<file path="src/rtl/time_pkg.sv">
// -----------------------------------------------------------------------------
// time_pkg
// Shared types and constants for the clock time-set controller.
//   ctrl_state_t : controller state (RUN plus one SET state per digit)
//   *_MAX        : highest legal value of each digit (24-hour format)
//   SEL_*        : edit_sel encodings, also used as set-strobe bit indices
//   clamp_hr_u   : entry value for the hour-units edit digit
// -----------------------------------------------------------------------------
package time_pkg;

  typedef enum logic [2:0] {
    RUN    = 3'd0,
    S_HRT  = 3'd1,
    S_HRU  = 3'd2,
    S_MINT = 3'd3,
    S_MINU = 3'd4
  } ctrl_state_t;

  localparam logic [3:0] HR_T_MAX    = 4'd2;
  localparam logic [3:0] HR_U_MAX    = 4'd9;
  localparam logic [3:0] HR_U_MAX_20 = 4'd3;
  localparam logic [3:0] MIN_T_MAX   = 4'd5;
  localparam logic [3:0] MIN_U_MAX   = 4'd9;

  localparam logic [1:0] SEL_HR_T  = 2'd0;
  localparam logic [1:0] SEL_HR_U  = 2'd1;
  localparam logic [1:0] SEL_MIN_T = 2'd2;
  localparam logic [1:0] SEL_MIN_U = 2'd3;

  // With hours in the twenties the units digit may not exceed 3, so the
  // stored value is pulled down on entry to keep the edit value legal.
  function automatic logic [3:0] clamp_hr_u(input logic [3:0] hr_u,
                                            input logic [3:0] hr_t);
    if ((hr_t == HR_T_MAX) && (hr_u > HR_U_MAX_20)) begin
      return HR_U_MAX_20;
    end
    return hr_u;
  endfunction

endpackage

</file>
<file path="src/rtl/time_set_ctrl_digit_wrap_inc.sv">
// -----------------------------------------------------------------------------
// digit_wrap_inc
// Combinational wrapping increment for one BCD-style digit.
//   val_i     in  4  current digit value
//   max_i     in  4  highest legal value of the digit
//   nxt_val_o out 4  val_i+1, or 0 once val_i has reached (or exceeds) max_i
// An out-of-range value (above max) also wraps to 0, so a corrupt register
// value recovers on the first increment.
// -----------------------------------------------------------------------------
module digit_wrap_inc (
  input  logic [3:0] val_i,
  input  logic [3:0] max_i,
  output logic [3:0] nxt_val_o
);

  always_comb begin
    nxt_val_o = 4'd0;
    if (val_i < max_i) begin
      nxt_val_o = val_i + 4'd1;
    end
  end

endmodule

</file>
<file path="src/rtl/time_set_ctrl.sv">
// -----------------------------------------------------------------------------
// time_set_ctrl
// Sequencing controller between the debounced buttons and the four clock digit
// registers (24-hour format). In RUN the minute tick is forwarded to the
// minute-units register; in SET the digits are edited in the order
// hr_t -> hr_u -> min_t -> min_u, each committed by a one-cycle set_* pulse.
//
// Ports:
//   clk, reset (async, active-high)
//   mode_pulse, up_pulse   single-cycle debounced buttons
//   tick_1min              minute tick, forwarded as inc_min_u in RUN only
//   tick_1s                second tick, used only by the SET timeout
//   min_u_q..hr_t_q [3:0]  current digit register values
//   inc_min_u              combinational increment to minute units
//   set_hr_t..set_min_u    registered load strobes (at most one high)
//   new_val [3:0]          value to load, 0 when no strobe is high
//   editing                high in any SET state
//   edit_sel [1:0]         0=hr_t 1=hr_u 2=min_t 3=min_u
//   edit_val [3:0]         digit currently being edited
//
// Build option: define TIME_SET_TIMEOUT_EN to abandon SET mode after
// TIMEOUT_SEC seconds without a button press (nothing is committed).
// -----------------------------------------------------------------------------
module time_set_ctrl
  import time_pkg::*;
#(
  parameter int TIMEOUT_SEC = 30
) (
  input  logic       clk,
  input  logic       reset,
  input  logic       mode_pulse,
  input  logic       up_pulse,
  input  logic       tick_1min,
  input  logic       tick_1s,
  input  logic [3:0] min_u_q,
  input  logic [3:0] min_t_q,
  input  logic [3:0] hr_u_q,
  input  logic [3:0] hr_t_q,
  output logic       inc_min_u,
  output logic       set_min_u,
  output logic       set_min_t,
  output logic       set_hr_u,
  output logic       set_hr_t,
  output logic [3:0] new_val,
  output logic       editing,
  output logic [1:0] edit_sel,
  output logic [3:0] edit_val
);

  ctrl_state_t state_q, state_d;
  logic [3:0]  edit_val_q, edit_val_d;
  logic [3:0]  hr_t_cmt_q, hr_t_cmt_d;   // hr_t value just committed
  logic [3:0]  set_vec_q, set_vec_d;     // bit index = SEL_* encoding
  logic [3:0]  new_val_q, new_val_d;
  logic        timeout_hit;

  logic [3:0]  nxt_hr_t, nxt_hr_u, nxt_min_t, nxt_min_u;
  logic [3:0]  hr_u_max;

  // The hr_t register itself only updates after the set_hr_t pulse, so the
  // hour-units limit is taken from the locally held committed value.
  assign hr_u_max = (hr_t_cmt_q == HR_T_MAX) ? HR_U_MAX_20 : HR_U_MAX;

  digit_wrap_inc u_inc_hr_t  (.val_i(edit_val_q), .max_i(HR_T_MAX),  .nxt_val_o(nxt_hr_t));
  digit_wrap_inc u_inc_hr_u  (.val_i(edit_val_q), .max_i(hr_u_max),  .nxt_val_o(nxt_hr_u));
  digit_wrap_inc u_inc_min_t (.val_i(edit_val_q), .max_i(MIN_T_MAX), .nxt_val_o(nxt_min_t));
  digit_wrap_inc u_inc_min_u (.val_i(edit_val_q), .max_i(MIN_U_MAX), .nxt_val_o(nxt_min_u));

`ifdef TIME_SET_TIMEOUT_EN
  localparam logic [7:0] TIMEOUT_CNT = 8'(TIMEOUT_SEC);

  logic [7:0] sec_cnt_q, sec_cnt_d;

  assign timeout_hit = (state_q != RUN) && (sec_cnt_q == TIMEOUT_CNT);

  // Held at zero in RUN, so it is already clear on entry to SET.
  always_comb begin
    sec_cnt_d = sec_cnt_q;
    if (state_q == RUN) begin
      sec_cnt_d = 8'd0;
    end else if (mode_pulse || up_pulse) begin
      sec_cnt_d = 8'd0;
    end else if (tick_1s && !timeout_hit) begin
      sec_cnt_d = sec_cnt_q + 8'd1;
    end
  end

  always_ff @(posedge clk or posedge reset) begin
    if (reset) begin
      sec_cnt_q <= 8'd0;
    end else begin
      sec_cnt_q <= sec_cnt_d;
    end
  end
`else
  logic unused_timeout;

  assign timeout_hit    = 1'b0;
  assign unused_timeout = ^{tick_1s, 8'(TIMEOUT_SEC)};
`endif

  // Next-state / commit logic. A mode press in a SET state commits the
  // current edit value and preloads the next digit at the same edge; mode
  // takes priority over up when both arrive together.
  always_comb begin
    state_d    = state_q;
    edit_val_d = edit_val_q;
    hr_t_cmt_d = hr_t_cmt_q;
    set_vec_d  = 4'b0000;
    new_val_d  = 4'd0;

    if (timeout_hit) begin
      state_d    = RUN;
      edit_val_d = 4'd0;
    end else begin
      case (state_q)
        RUN: begin
          if (mode_pulse) begin
            state_d    = S_HRT;
            edit_val_d = hr_t_q;
          end
        end
        S_HRT: begin
          if (mode_pulse) begin
            set_vec_d[SEL_HR_T] = 1'b1;
            new_val_d           = edit_val_q;
            hr_t_cmt_d          = edit_val_q;
            state_d             = S_HRU;
            edit_val_d          = clamp_hr_u(hr_u_q, edit_val_q);
          end else if (up_pulse) begin
            edit_val_d = nxt_hr_t;
          end
        end
        S_HRU: begin
          if (mode_pulse) begin
            set_vec_d[SEL_HR_U] = 1'b1;
            new_val_d           = edit_val_q;
            state_d             = S_MINT;
            edit_val_d          = min_t_q;
          end else if (up_pulse) begin
            edit_val_d = nxt_hr_u;
          end
        end
        S_MINT: begin
          if (mode_pulse) begin
            set_vec_d[SEL_MIN_T] = 1'b1;
            new_val_d            = edit_val_q;
            state_d              = S_MINU;
            edit_val_d           = min_u_q;
          end else if (up_pulse) begin
            edit_val_d = nxt_min_t;
          end
        end
        S_MINU: begin
          if (mode_pulse) begin
            set_vec_d[SEL_MIN_U] = 1'b1;
            new_val_d            = edit_val_q;
            state_d              = RUN;
            edit_val_d           = 4'd0;
          end else if (up_pulse) begin
            edit_val_d = nxt_min_u;
          end
        end
        default: begin
          state_d    = RUN;
          edit_val_d = 4'd0;
        end
      endcase
    end
  end

  always_ff @(posedge clk or posedge reset) begin
    if (reset) begin
      state_q    <= RUN;
      edit_val_q <= 4'd0;
      hr_t_cmt_q <= 4'd0;
      set_vec_q  <= 4'b0000;
      new_val_q  <= 4'd0;
    end else begin
      state_q    <= state_d;
      edit_val_q <= edit_val_d;
      hr_t_cmt_q <= hr_t_cmt_d;
      set_vec_q  <= set_vec_d;
      new_val_q  <= new_val_d;
    end
  end

  always_comb begin
    edit_sel = SEL_HR_T;
    case (state_q)
      S_HRU:   edit_sel = SEL_HR_U;
      S_MINT:  edit_sel = SEL_MIN_T;
      S_MINU:  edit_sel = SEL_MIN_U;
      default: edit_sel = SEL_HR_T;
    endcase
  end

  assign inc_min_u = tick_1min && (state_q == RUN);
  assign editing   = (state_q != RUN);
  assign edit_val  = edit_val_q;
  assign new_val   = new_val_q;
  assign set_hr_t  = set_vec_q[SEL_HR_T];
  assign set_hr_u  = set_vec_q[SEL_HR_U];
  assign set_min_t = set_vec_q[SEL_MIN_T];
  assign set_min_u = set_vec_q[SEL_MIN_U];

endmodule

</file>
<file path="config.mk">
export PLATFORM = sky130hd
export DESIGN_NAME = time_set_ctrl
export DESIGN_NICKNAME = d
export VERILOG_FILES = /design/src/rtl/time_pkg.sv /design/src/rtl/time_set_ctrl_digit_wrap_inc.sv /design/src/rtl/time_set_ctrl.sv
export SDC_FILE = /design/constraint.sdc
export NUM_CORES = 1
export LEC_CHECK = 0
export CELL_PAD_IN_SITES_DETAIL_PLACEMENT = 1
export CELL_PAD_IN_SITES_GLOBAL_PLACEMENT = 2
export CORE_UTILIZATION = 30
export CTS_CLUSTER_DIAMETER = 60
export CTS_CLUSTER_SIZE = 14
export DETAILED_ROUTE_END_ITERATION = 8
export GPL_ROUTABILITY_DRIVEN = 1
export PLACE_DENSITY_LB_ADDON = 0.3
export RECOVER_POWER = 50
export SETUP_SLACK_MARGIN = 0.4
export SYNTH_ARGS = -nofsm -noshare
export SYNTH_HDL_FRONTEND = slang
export SYNTH_SLANG_ARGS = --single-unit
</file>
<file path="constraint.sdc">
create_clock -name clk -period 6.6 [get_ports clk]
set_input_delay 1.98 -clock clk [delete_from_list [all_inputs] [get_ports clk]]
set_output_delay 1.98 -clock clk [all_outputs]
set_load 0.05 [all_outputs]
</file>
==> flow_metrics.tcl <==
set metrics [dict create \
    synth_top_flop_cell "dfrtp_1" \
    initial_util 0.319 \
    initial_antenna_violation_count 0 \
    first_global_vias 1151 \
    synth.avg_cell_area_um2 10.1 \
    timing.max_cap.violations 0 \
    p_comb_frac 0.593 \
    grtUsageTotal 0.168 \
    routed_via_density 5.16 \
    powerDensity_mw_per_mm2 469 \
    critPathLaunchType "primary input" \
    row_count 22 \
    synthesis.yosys.warnings 0 \
    layout-drive-gt1-share 0.124 \
    synth-seq-area-share 0.398 \
    mappedNetlistNets 145 \
    share_clk_of_total_power 0.106 \
    detailedPlacementHpwl_um 2350 \
    hold-worst-slack_ns 0.512 \
    p_leak_nw 0.671 \
    syn_inst 118 \
    numCtsBuffers 3 \
    seq_power_share 0.301 \
    gp_congestion 0.699 \
    hold_viol 0 \
    sw_frac_of_total 0.489 \
    synth_cell_type_count 50 \
    hold_class "register to register" \
    die_area_mm2 0.00424 \
    detail_route.wirelength_um 3010 \
    multi_input_logic_area_um2 647 \
    clock-sinks 19 \
    synthArstFlopShare 1.00 \
    wl_per_cell_um 15.0 \
    total_switching_power_w 0.000371 \
    grt.overflow.total 0 \
    cp-end-kind "output port" \
    core_area_mm2 0.00374 \
    diodes 0 \
    worst-slew-pin-transition_ns 0.722 \
    drt_iter0_markers 28 \
    clk_slew_on_worst_s_h_paths_ns 0.06 \
    buffer_ports.inserted 36 \
    reg2regPathDepth 7 \
    clock-root-buffer "clkbuf_8" \
    result_of_the_run "completed" \
    crit_fanout 1 \
    detail-route-antenna-nets 0 \
    finalWorstPathRequiredPeriod_ns 5.34 \
    layout_common_cells "clkdlybuf4s50_1 (34), dfrtp_1 (19), nor2_1 (10)" \
    regToRegStartpoint "hr_t_cmt_q[3]$_DFFE_PP0P_" \
    cts_hold_repair.buffers 0 \
    fin_crit_sh 0.809 \
    setup_viol 0 \
    timing.critical_path.to "inc_min_u" \
    io_pins 38 \
    cts.repair_timing.setup_buffer_count 0 \
    setup_tns_ns 0 \
    flow.area_growth_from_synthesis_pct 35.4 \
    finalMaxSlewViolations 0 \
    route.vias.total 1038 \
    crit_required_ns 4.62 \
    clock_tree_from_tritoncts "built" \
    post_cts.resized_instances 0 \
    worst_r2r_endpoint "edit_val[3]$_DFFE_PP0P_" \
    critPathKind "primary input to output port" \
    fillers 443 \
    synth-edff-count 0 \
    slew_headroom 0.518 \
    clock_tree.buffer_depth 2 \
    mostFrequentLayoutCell "clkdlybuf4s50_1" \
    drc_errors 0 \
    die_width_um 65.1 \
    largest_net_degree_at_the_start_of_global_routing 20 \
    critical_path.startpoint "tick_1min" \
    seq_area_um2 475 \
    grt_setup_unrepaired "false" \
    r2r_slack_ns 3.88 \
    drt_first_pass_iters 4 \
    ys_seq_elements 19 \
    max_clock_freq_ghz 0.187 \
    first_pass_grt_wire_length_um 5240 \
    insertion_delay_ns 0.26 \
    finalNetCount 181 \
    die_h_um 65.1 \
    critPathArrivalTime_ns 3.36 \
    syn_area_mm2 0.00119 \
    hold_start "hr_t_cmt_q[0]$_DFFE_PP0P_" \
    power.internal_w 0.000388 \
    irDropWorstVdd_mv 0.137 \
    cts-htree-levels 1 \
    clock_skew_ns 0.00286 \
]
==> state kept, by name, summed over array words and instances, names as in the netlist <==
| name | cells |
|---|---|
| new_val | 4 |
| hr_t_cmt_q | 4 |
| set_vec_q | 4 |
| state_q | 3 |
| edit_val | 4 |
==> per-layer routing <==
layer	vias to the layer above	global-route usage	share of wire
met2	38	0.292	0.48
met4	0	0.106	0.028
li1	494	-	-
met1	501	0.196	0.44
met5	-	0	0
met3	5	0.0174	0.047
==> power groups by stage <==
stage               clock [W]  combinational [W]  sequential (W)
CTS                 0.0000850           0.000456        0.000231
global route        0.0000891           0.000485        0.000239
floorplan                   0           0.000290        0.000264
detailed placement          0           0.000454        0.000233
finish              0.0000807           0.000449        0.000228
global placement            0           0.000444        0.000228
==> worst min path at each step <==
stage | to | slack, ns | cells past startpoint
6_report | hr_t_cmt_q[0]$_DFFE_PP0P_ | 0.51 | 1
5_1_grt | hr_t_cmt_q[3]$_DFFE_PP0P_ | 0.53 | 1
4_1_cts | hr_t_cmt_q[0]$_DFFE_PP0P_ | 0.52 | 1
3_5_place_dp | hr_t_cmt_q[0]$_DFFE_PP0P_ | 0.50 | 1
3_3_place_gp | hr_t_cmt_q[0]$_DFFE_PP0P_ | 0.48 | 1
2_1_floorplan | hr_t_cmt_q[1]$_DFFE_PP0P_ | 0.47 | 1
==> worst max-delay path, stage by stage <==
cell	delay, ns
clkdlybuf4s50_1	0.45
and2_1	0.12
clkdlybuf4s50_1	0.80
==> final cells by class <==
class	instances	area share
Sequential cell	19	0.294
Multi-Input combinational cell	87	0.400
Inverter	6	0.0139
Clock buffer	4	0.0278
Timing Repair Buffer	37	0.227
Tap cell	48	0.0371
==> cell families after synthesis <==
family                   Yosys count  share of synthesized area
adder cells (fa/ha/maj)            6                     0.0607
flip-flops                        19                      0.398
AND/OR/NAND/NOR                   48                      0.236
buffers and inverters             12                     0.0607
AO/OA/AOI/OAI                     23                      0.159
XOR/XNOR                           4                     0.0293
multiplexers                       6                     0.0565
==> through the flow <==
stage	util	std cells	setup slack (ns)	instance area (µm²)	power, W
floorplan	-	118	2.23	1190	0.000554
global placement	0.420	197	1.29	1570	0.000672
detailed placement	0.420	197	1.25	1570	0.000687
CTS	0.432	201	1.25	1620	0.000772
global route	0.432	201	1.23	1620	0.000814
finish	0.432	201	1.26	1620	0.000759
==> cells in the mapped netlist, types with 2 or more instances <==
cell       n  area share
buf_4      3       0.019
mux2_2     5       0.047
o21ai_0    3       0.013
o211ai_1   2       0.013
xnor2_1    3       0.022
a21oi_1    3       0.013
nor3_1     2      0.0084
a222oi_1   2       0.017
nor2_1    10       0.031
and3_1     2       0.010
nand3_1    2      0.0084
nand2b_1   3       0.016
inv_1      5       0.016
ha_1       5       0.052
and2_1     5       0.026
dfrtp_1   19        0.40
a22o_1     2       0.015
buf_6      2       0.019
nand2_1    9       0.028
Power figures use the tool's default switching activity.
